===== config.mk =====
export PLATFORM = sky130hd
export DESIGN_NAME = board_reset_seq
export DESIGN_NICKNAME = d
export VERILOG_FILES = /design/src/rtl/board_reset_seq.sv
export SDC_FILE = /design/constraint.sdc
export NUM_CORES = 1
export LEC_CHECK = 0
export ABC_CLOCK_PERIOD_IN_PS = 6200
export CORE_MARGIN = 2
export CORE_UTILIZATION = 60
export CTS_CLUSTER_DIAMETER = 60
export CTS_CLUSTER_SIZE = 28
export DETAILED_ROUTE_END_ITERATION = 16
export PLACE_DENSITY_LB_ADDON = 0.1
export SLEW_MARGIN = 20
export SYNTH_ARGS = -nofsm -noshare
export SYNTH_HDL_FRONTEND = slang
export SYNTH_SLANG_ARGS = --single-unit

===== constraint.sdc =====
create_clock -name clk_48mhz -period 6.2 [get_ports clk_48mhz]
set_input_delay 0.93 -clock clk_48mhz [delete_from_list [all_inputs] [get_ports clk_48mhz]]
set_output_delay 0.93 -clock clk_48mhz [all_outputs]
set_load 0.03 [all_outputs]

===== src/rtl/board_reset_seq.sv =====
// ============================================================================
//  Module      : board_reset_seq
//  Description : Board-level reset and USB-attach sequencer. Synchronises the
//                PLL lock and the board buttons, debounces the buttons, holds
//                the bootloader core in reset and forces the USB pads to SE0
//                for a programmable detach time so the host re-enumerates.
//  Optional    : `define BOOT_LONGPRESS_EN to enable a long-press boot
//                request on the reset button (boot_req pulse).
//  Ports       : clk_48mhz  - sole clock
//                reset_n    - asynchronous active-low reset
//                pll_lock   - asynchronous PLL lock input
//                btn        - raw asynchronous buttons, active high
//                btn_db     - debounced buttons
//                core_reset - active-high reset to the bootloader core
//                usb_detach - high: top drives D+/D- low (SE0)
//                boot_req   - one-cycle boot request pulse
//                seq_state  - current sequencer state code (LED/debug)
//  Revision    : 1.0 - initial release
// ============================================================================
`default_nettype none

module board_reset_seq #(
    parameter int NUM_BTN          = 7,
    parameter int RESET_BTN        = 1,
    parameter int DEBOUNCE_CYCLES  = 65536,
    parameter int DETACH_CYCLES    = 480000,
    parameter int LONGPRESS_CYCLES = 96000000
) (
    input  logic               clk_48mhz,
    input  logic               reset_n,
    input  logic               pll_lock,
    input  logic [NUM_BTN-1:0] btn,
    output logic [NUM_BTN-1:0] btn_db,
    output logic               core_reset,
    output logic               usb_detach,
    output logic               boot_req,
    output logic [1:0]         seq_state
);

    // The sequencer counter is shared between the detach down-count and the
    // optional long-press up-count, so it is sized for the larger of the two.
    localparam int CNT_MAX = (DETACH_CYCLES > LONGPRESS_CYCLES) ? DETACH_CYCLES : LONGPRESS_CYCLES;
    localparam int CNT_W   = $clog2(CNT_MAX + 1);
    localparam int DB_W    = (DEBOUNCE_CYCLES > 1) ? $clog2(DEBOUNCE_CYCLES) : 1;

    localparam logic [CNT_W-1:0] C_DETACH_LOAD = CNT_W'(DETACH_CYCLES - 1);
    localparam logic [DB_W-1:0]  C_DB_LAST     = DB_W'(DEBOUNCE_CYCLES - 1);
`ifdef BOOT_LONGPRESS_EN
    localparam logic [CNT_W-1:0] C_LP_LAST     = CNT_W'(LONGPRESS_CYCLES - 1);
    localparam logic             C_LP_ONE      = (LONGPRESS_CYCLES == 1);
`endif

    localparam logic [1:0] S_LOCK   = 2'd0;
    localparam logic [1:0] S_DETACH = 2'd1;
    localparam logic [1:0] S_RUN    = 2'd2;
    localparam logic [1:0] S_HOLD   = 2'd3;

    // ------------------------------------------------------------------
    // Two-flop synchronisers for the asynchronous inputs
    // ------------------------------------------------------------------
    logic               r_lock_meta;
    logic               r_lock_sync;
    logic [NUM_BTN-1:0] r_btn_meta;
    logic [NUM_BTN-1:0] r_btn_sync;

    always_ff @(posedge clk_48mhz or negedge reset_n) begin
        if (!reset_n) begin
            r_lock_meta <= 1'b0;
            r_lock_sync <= 1'b0;
            r_btn_meta  <= '0;
            r_btn_sync  <= '0;
        end else begin
            r_lock_meta <= pll_lock;
            r_lock_sync <= r_lock_meta;
            r_btn_meta  <= btn;
            r_btn_sync  <= r_btn_meta;
        end
    end

    // ------------------------------------------------------------------
    // Per-button debouncer: the output only follows the input once it has
    // disagreed with it for DEBOUNCE_CYCLES consecutive cycles.
    // ------------------------------------------------------------------
    generate
        for (genvar gi = 0; gi < NUM_BTN; gi++) begin : g_debounce
            logic [DB_W-1:0] r_db_cnt;
            logic            r_db;

            always_ff @(posedge clk_48mhz or negedge reset_n) begin
                if (!reset_n) begin
                    r_db_cnt <= '0;
                    r_db     <= 1'b0;
                end else if (r_btn_sync[gi] == r_db) begin
                    r_db_cnt <= '0;
                end else if (r_db_cnt == C_DB_LAST) begin
                    r_db_cnt <= '0;
                    r_db     <= ~r_db;
                end else begin
                    r_db_cnt <= r_db_cnt + 1'b1;
                end
            end

            assign btn_db[gi] = r_db;
        end
    endgenerate

    // ------------------------------------------------------------------
    // Sequencer
    // ------------------------------------------------------------------
    logic             r_rst_btn_prev;
    logic             w_rst_rise;
    logic [1:0]       r_state;
    logic [1:0]       w_state_nxt;
    logic [CNT_W-1:0] r_cnt;
    logic [CNT_W-1:0] w_cnt_nxt;

    assign w_rst_rise = btn_db[RESET_BTN] & ~r_rst_btn_prev;

`ifdef BOOT_LONGPRESS_EN
    logic w_boot_nxt;
`endif

    always_comb begin
        w_state_nxt = r_state;
        w_cnt_nxt   = r_cnt;
`ifdef BOOT_LONGPRESS_EN
        w_boot_nxt  = 1'b0;
`endif
        // Losing lock overrides every other transition, including a button
        // press on the same edge.
        if (!r_lock_sync) begin
            w_state_nxt = S_LOCK;
            w_cnt_nxt   = '0;
        end else begin
            case (r_state)
                S_LOCK: begin
                    w_state_nxt = S_DETACH;
                    w_cnt_nxt   = C_DETACH_LOAD;
                end
                S_DETACH: begin
                    if (w_rst_rise) begin
                        w_state_nxt = S_HOLD;
                        w_cnt_nxt   = '0;
`ifdef BOOT_LONGPRESS_EN
                        w_boot_nxt  = C_LP_ONE;
`endif
                    end else if (r_cnt == '0) begin
                        w_state_nxt = S_RUN;
                    end else begin
                        w_cnt_nxt = r_cnt - 1'b1;
                    end
                end
                S_RUN: begin
                    if (w_rst_rise) begin
                        w_state_nxt = S_HOLD;
                        w_cnt_nxt   = '0;
`ifdef BOOT_LONGPRESS_EN
                        w_boot_nxt  = C_LP_ONE;
`endif
                    end
                end
                default: begin // S_HOLD
                    if (!btn_db[RESET_BTN]) begin
                        w_state_nxt = S_DETACH;
                        w_cnt_nxt   = C_DETACH_LOAD;
`ifdef BOOT_LONGPRESS_EN
                    end else if (r_cnt != C_LP_LAST) begin
                        // Count saturates at the last value so a long hold
                        // produces exactly one pulse.
                        w_cnt_nxt  = r_cnt + 1'b1;
                        w_boot_nxt = ((r_cnt + 1'b1) == C_LP_LAST);
`endif
                    end
                end
            endcase
        end
    end

    always_ff @(posedge clk_48mhz or negedge reset_n) begin
        if (!reset_n) begin
            r_state        <= S_LOCK;
            r_cnt          <= '0;
            r_rst_btn_prev <= 1'b0;
            core_reset     <= 1'b1;
            usb_detach     <= 1'b1;
        end else begin
            r_state        <= w_state_nxt;
            r_cnt          <= w_cnt_nxt;
            r_rst_btn_prev <= btn_db[RESET_BTN];
            core_reset     <= (w_state_nxt != S_RUN);
            usb_detach     <= (w_state_nxt != S_RUN);
        end
    end

`ifdef BOOT_LONGPRESS_EN
    always_ff @(posedge clk_48mhz or negedge reset_n) begin
        if (!reset_n) begin
            boot_req <= 1'b0;
        end else begin
            boot_req <= w_boot_nxt;
        end
    end
`else
    assign boot_req = 1'b0;
`endif

    assign seq_state = r_state;

endmodule

`default_nettype wire


Word level (Yosys, flattened, before mapping)
Cells that the tools add are included.
{"block": "classes", "n_addsub": 8, "multipliers": 0, "div": 0, "order_cmp": 0, "eq_ne": 20, "shifts": 0, "muxes": 26, "bitwise": 16, "reduce_logical": 10}
{"operator": "$mux 16", "n": 14}
{"operator": "$mux 27", "n": 5}
{"operator": "$add 16x1->16 const B", "n": 7}
{"operator": "$eq 16x16->1 const B", "n": 7}
{"operator": "$pmux 27 s3", "n": 1}
{"operator": "$logic_not 27->1", "n": 1}
{"operator": "$sub 27x1->27 const B", "n": 1}
{"operator": "$not 1->1", "n": 15}
{"operator": "$reduce_and 2->1", "n": 7}
{"operator": "$mux 2", "n": 5}
{"operator": "$eq 1x1->1", "n": 7}
{"operator": "$pmux 2 s3", "n": 1}
{"operator": "$ne 5x2->1 const B", "n": 1}
{"operator": "$ne 4x4->1 const B", "n": 1}
{"operator": "$ne 3x3->1 const B", "n": 1}
{"operator": "$reduce_and 3->1", "n": 1}
{"operator": "$eq 2x1->1 const B", "n": 1}
{"operator": "$eq 2x2->1 const B", "n": 1}
{"operator": "$logic_not 2->1", "n": 1}
{"operator": "$ne 2x2->1 const B", "n": 1}
{"operator": "$and 1x1->1", "n": 1}
{"block": "totals", "regBits": 166, "latchBits": 0, "ramBits": 0, "romBits": 0, "inputBits": 10, "out_inout_bits": 12, "elab_cells": 102, "memories": 0}

Depth between registers and ports, before layout
{"block": "depth", "ltp_word": 6, "ltp_mapped": 9, "ltp_nobuf": 7}

Worst setup path before layout
OpenSTA, ideal clock, no wires.
{"block": "synth_path", "path_type": "register -> register", "startpoint": "register r_cnt[4]", "endpoint": "register r_cnt[18]", "setup_ns": 0.138, "t_arrival_ns": 2.228, "required_ns": 6.062, "slack_ns": 3.834, "path_stages_with_launch": 8, "n_path_buf": 2, "period_less_slack_ns": 2.366, "path_cell_list": "dfrtp_1 > buf_6 > or4_4 > or4_4 > o31a_1 > buf_2 > o2bb2ai_1 > o221ai_1"}
{"block": "synth_between", "elab_chain_cells": 5, "elab_cells_between_ends": 8, "cone_classes": "add/sub: 1; eq/ne: 1; mux: 4; reduce/logical: 2"}
{"item": "start: declaration", "line": "114", "rtl": "logic [CNT_W-1:0] r_cnt;"}
{"item": "start signal: assignment", "line": "188", "rtl": "r_cnt <= w_cnt_nxt;"}
{"item": "$sub 27x1->27", "line": "150", "rtl": "w_cnt_nxt = r_cnt - 1'b1;"}
{"item": "$mux 27", "line": "147", "rtl": "end else if (r_cnt == '0) begin"}
{"item": "$mux 27", "line": "141", "rtl": "if (w_rst_rise) begin"}
{"item": "$pmux 27 s3", "line": "135", "rtl": "case (r_state)"}
{"item": "$mux 27", "line": "131", "rtl": "if (!r_lock_sync) begin"}
Several ways; a longest one is shown, not always the timed one. The select of a mux whose other input is x is not followed.
A chain may end at the register's enable or synchronous reset.

Final worst setup path
{"block": "layout_path", "startpoint": "register r_cnt[4]", "endpoint": "register r_cnt[16]"}
Same word-level chain as after synthesis.

==> impl_metrics.toml <==
[critical_path]
r2r_cells = 5
critPathLaunch = "r_cnt[4]"
crit-reg2reg-launch = "r_cnt[4]"
worstSetupPathType = "reg -> reg"
cp-start-kind = "register"
crit_path_end_kind = "register"
required_ps = 6450
crit_arrival_ps = 3490
path_max_fanout = 13

[pwr]
power.leakage_nw = 3.88
power.density_mw_per_mm2 = 281
vdd_drop_max_uv = 255

[cts]
cts_buffer_depth = 2
root_buffer = "clkbuf_16"
cts_tree = "yes"
ctsHoldBuffers = 0
cts_resized = 0
cts.sinks = 166
cts_inserted_buffers = 17
cts_setup_buffers = 0
htreeDepth = 4
clk_pin_slew_ps = 60
clock_latency_ps = 420

[hold_path]
hp-class = "reg -> reg"
whs_path_depth = 0
holdCritStartpoint = "r_btn_meta[4]"

[finish]
num_antenna_cells = 0
finalNetCount = 842
final_cell_mix = "dfrtp_1 (165), nor2_1 (148), nand3_1 (57)"
syn2layout_area_growth_pct = 10.8
final_common_cell = "dfrtp_1"
drive_above_1_share_pct = 6.98

[routing]
vias = 5786
vias_per_cell = 5.75
drtPass1Iterations = 11
drtIter0Drc = 548
drc = 3
drtAntennaViolNets = 0
wl_mm = 15.2
wl_per_cell_um = 15.1

[synth]
synth.area.top_cells = "dfrtp_1 (51%), nor2_1 (6.9%), xnor2_1 (6.0%)"
yosysTopAreaCell = "dfrtp_1"
synth.net_count = 838
synth_edf_count = 0
yosys.area.top_type_share_pct = 51.2
synthDistinctLibCells = 60
synthArstFlopShare_pct = 100
avgSynthCellArea_um2 = 9.91
ys_seq_area_share_pct = 51.5
syn_inst = 814
ys_warn_count = 0
ys.flop_type = "dfrtp_1"
ys_seq_elements = 166
netlist_area_mm2 = 0.00807

[floorplanning]
dieArea_mm2 = 0.0144
die_x_um = 120
start_util_pct = 61.2
fp.dieH_um = 120
core_area_mm2 = 0.0132
core.rowCount = 42
io_pins = 22

[timing]
final-max-slew-violation-count = 0
worst_slack_ps = 2960
hold_viol = 0
setup_tns_ps = 0
tightest_slew_ps = 967
finClkSkew_ps = 8.95
setup_viol = 0
hold-worst-slack_ps = 349
max_freq_mhz = 309
layout_worst_path_cycle_share_pct = 52.2
fin_crit_ps = 3240
relSlewSlack_pct = 35.5
rsz0062_at_grt = "false"

[global_routing]
grt_usage_pct = 22.8
grt_antenna_before_repair = 0
grt.overflow.total = 0
grt_pass1_wl_mm = 26.4
grt_pass1_vias = 5729
grt_max_degree = 111

[place]
place_ws_ps = 2980
gp_congestion = 0.912
dp_hpwl_mm = 9.64
portBuffers = 20

[run]
cap_viol_max_count = 0

[run_status]
status = "finished with violations"
violations = "DRC"
Yosys cell counts (7+ instances only):
cell type  instances
nor2_1           148
mux2_2             7
and3_1            20
xor2_1            50
inv_1             26
o21ai_0           18
nor3_1            26
dfrtp_1          165
o31ai_1           15
xnor2_1           55
nand2b_1           8
o211ai_1           8
nand4_1           21
nand3_1           57
a31oi_1            7
buf_4             10
ha_1              14
nor4_1            10
clkbuf_1          21
nand2_1           43
worst max-delay path: stages, from the launching register on:
cell,delay [ps]
dfrtp_1,480
or4_4,600
or4_4,540
o31a_1,440
nor2_1,740
o311ai_0,270
sequential cells by signal (all words and copies together) (netlist names):
signal,count
r_lock_meta,1
usb_detach,1
r_rst_btn_prev,1
r_lock_sync,1
g_debounce.r_db,7
g_debounce.r_db_cnt,112
r_btn_meta,7
r_btn_sync,7
r_cnt,27
seq_state,2
power breakdown:
part | internal (W) | leakage [nW] | switching [W]
clock | 0.000676 | 0.301 | 0.000429
combinational | 0.0000808 | 1.34 | 0.000148
sequential | 0.00112 | 2.23 | 0.0000518
total | 0.00188 | 3.88 | 0.000629
final cells by class:
type                            count  area (um^2)
Sequential cell                   166         4160
Clock buffer                       21          480
Clock inverter                     11          145
Tap cell                          176          220
Inverter                           26         97.6
Timing Repair Buffer               23          230
Fill cell                        1009         4250
Multi-Input combinational cell    584         3610
metal layers:
metal	track usage, %	share of wire [%]	vias to the layer above
met1	30.5	46	2841
met4	7.87	1.6	0
met3	6.18	3.9	23
li1	-	-	2808
met5	0	0	-
met2	36.2	48	114
per-stage QoR:
step / total power, W / instance area, um^2 / cells / utilization (%)
2_1_floorplan: 0.00135 / 8070 / 814 / -
3_3_place_gp: 0.00141 / 8300 / 974 / 62.9
3_5_place_dp: 0.00142 / 8300 / 974 / 62.9
4_1_cts: 0.00253 / 8920 / 1006 / 67.7
5_1_grt: 0.00261 / 8940 / 1007 / 67.8
6_report: 0.00251 / 8940 / 1007 / 67.8
kinds of logic after synthesis:
| group | after synthesis | synth area share [%] |
|---|---|---|
| AND/OR/NAND/NOR | 366 | 21.8 |
| flip-flops | 166 | 51.5 |
| XOR/XNOR | 105 | 11.4 |
| AO/OA/AOI/OAI | 91 | 8.29 |
| buffers and inverters | 64 | 3.78 |
| adder cells (fa/ha/maj) | 14 | 2.17 |
| multiplexers | 7 | 0.977 |
| other | 1 | 0.0465 |
final timing paths:
path / slack (ps) / end
max reg2reg: 2960 / r_cnt[16]
max: 2960 / r_cnt[16]
min reg2reg: 350 / r_btn_sync[4]
max in group asynchronous: 4250 / g_debounce[1].r_db_cnt[13]
min: 350 / r_btn_sync[4]
min in group asynchronous: 640 / r_btn_meta[0]
Power figures use the tool's default switching activity.
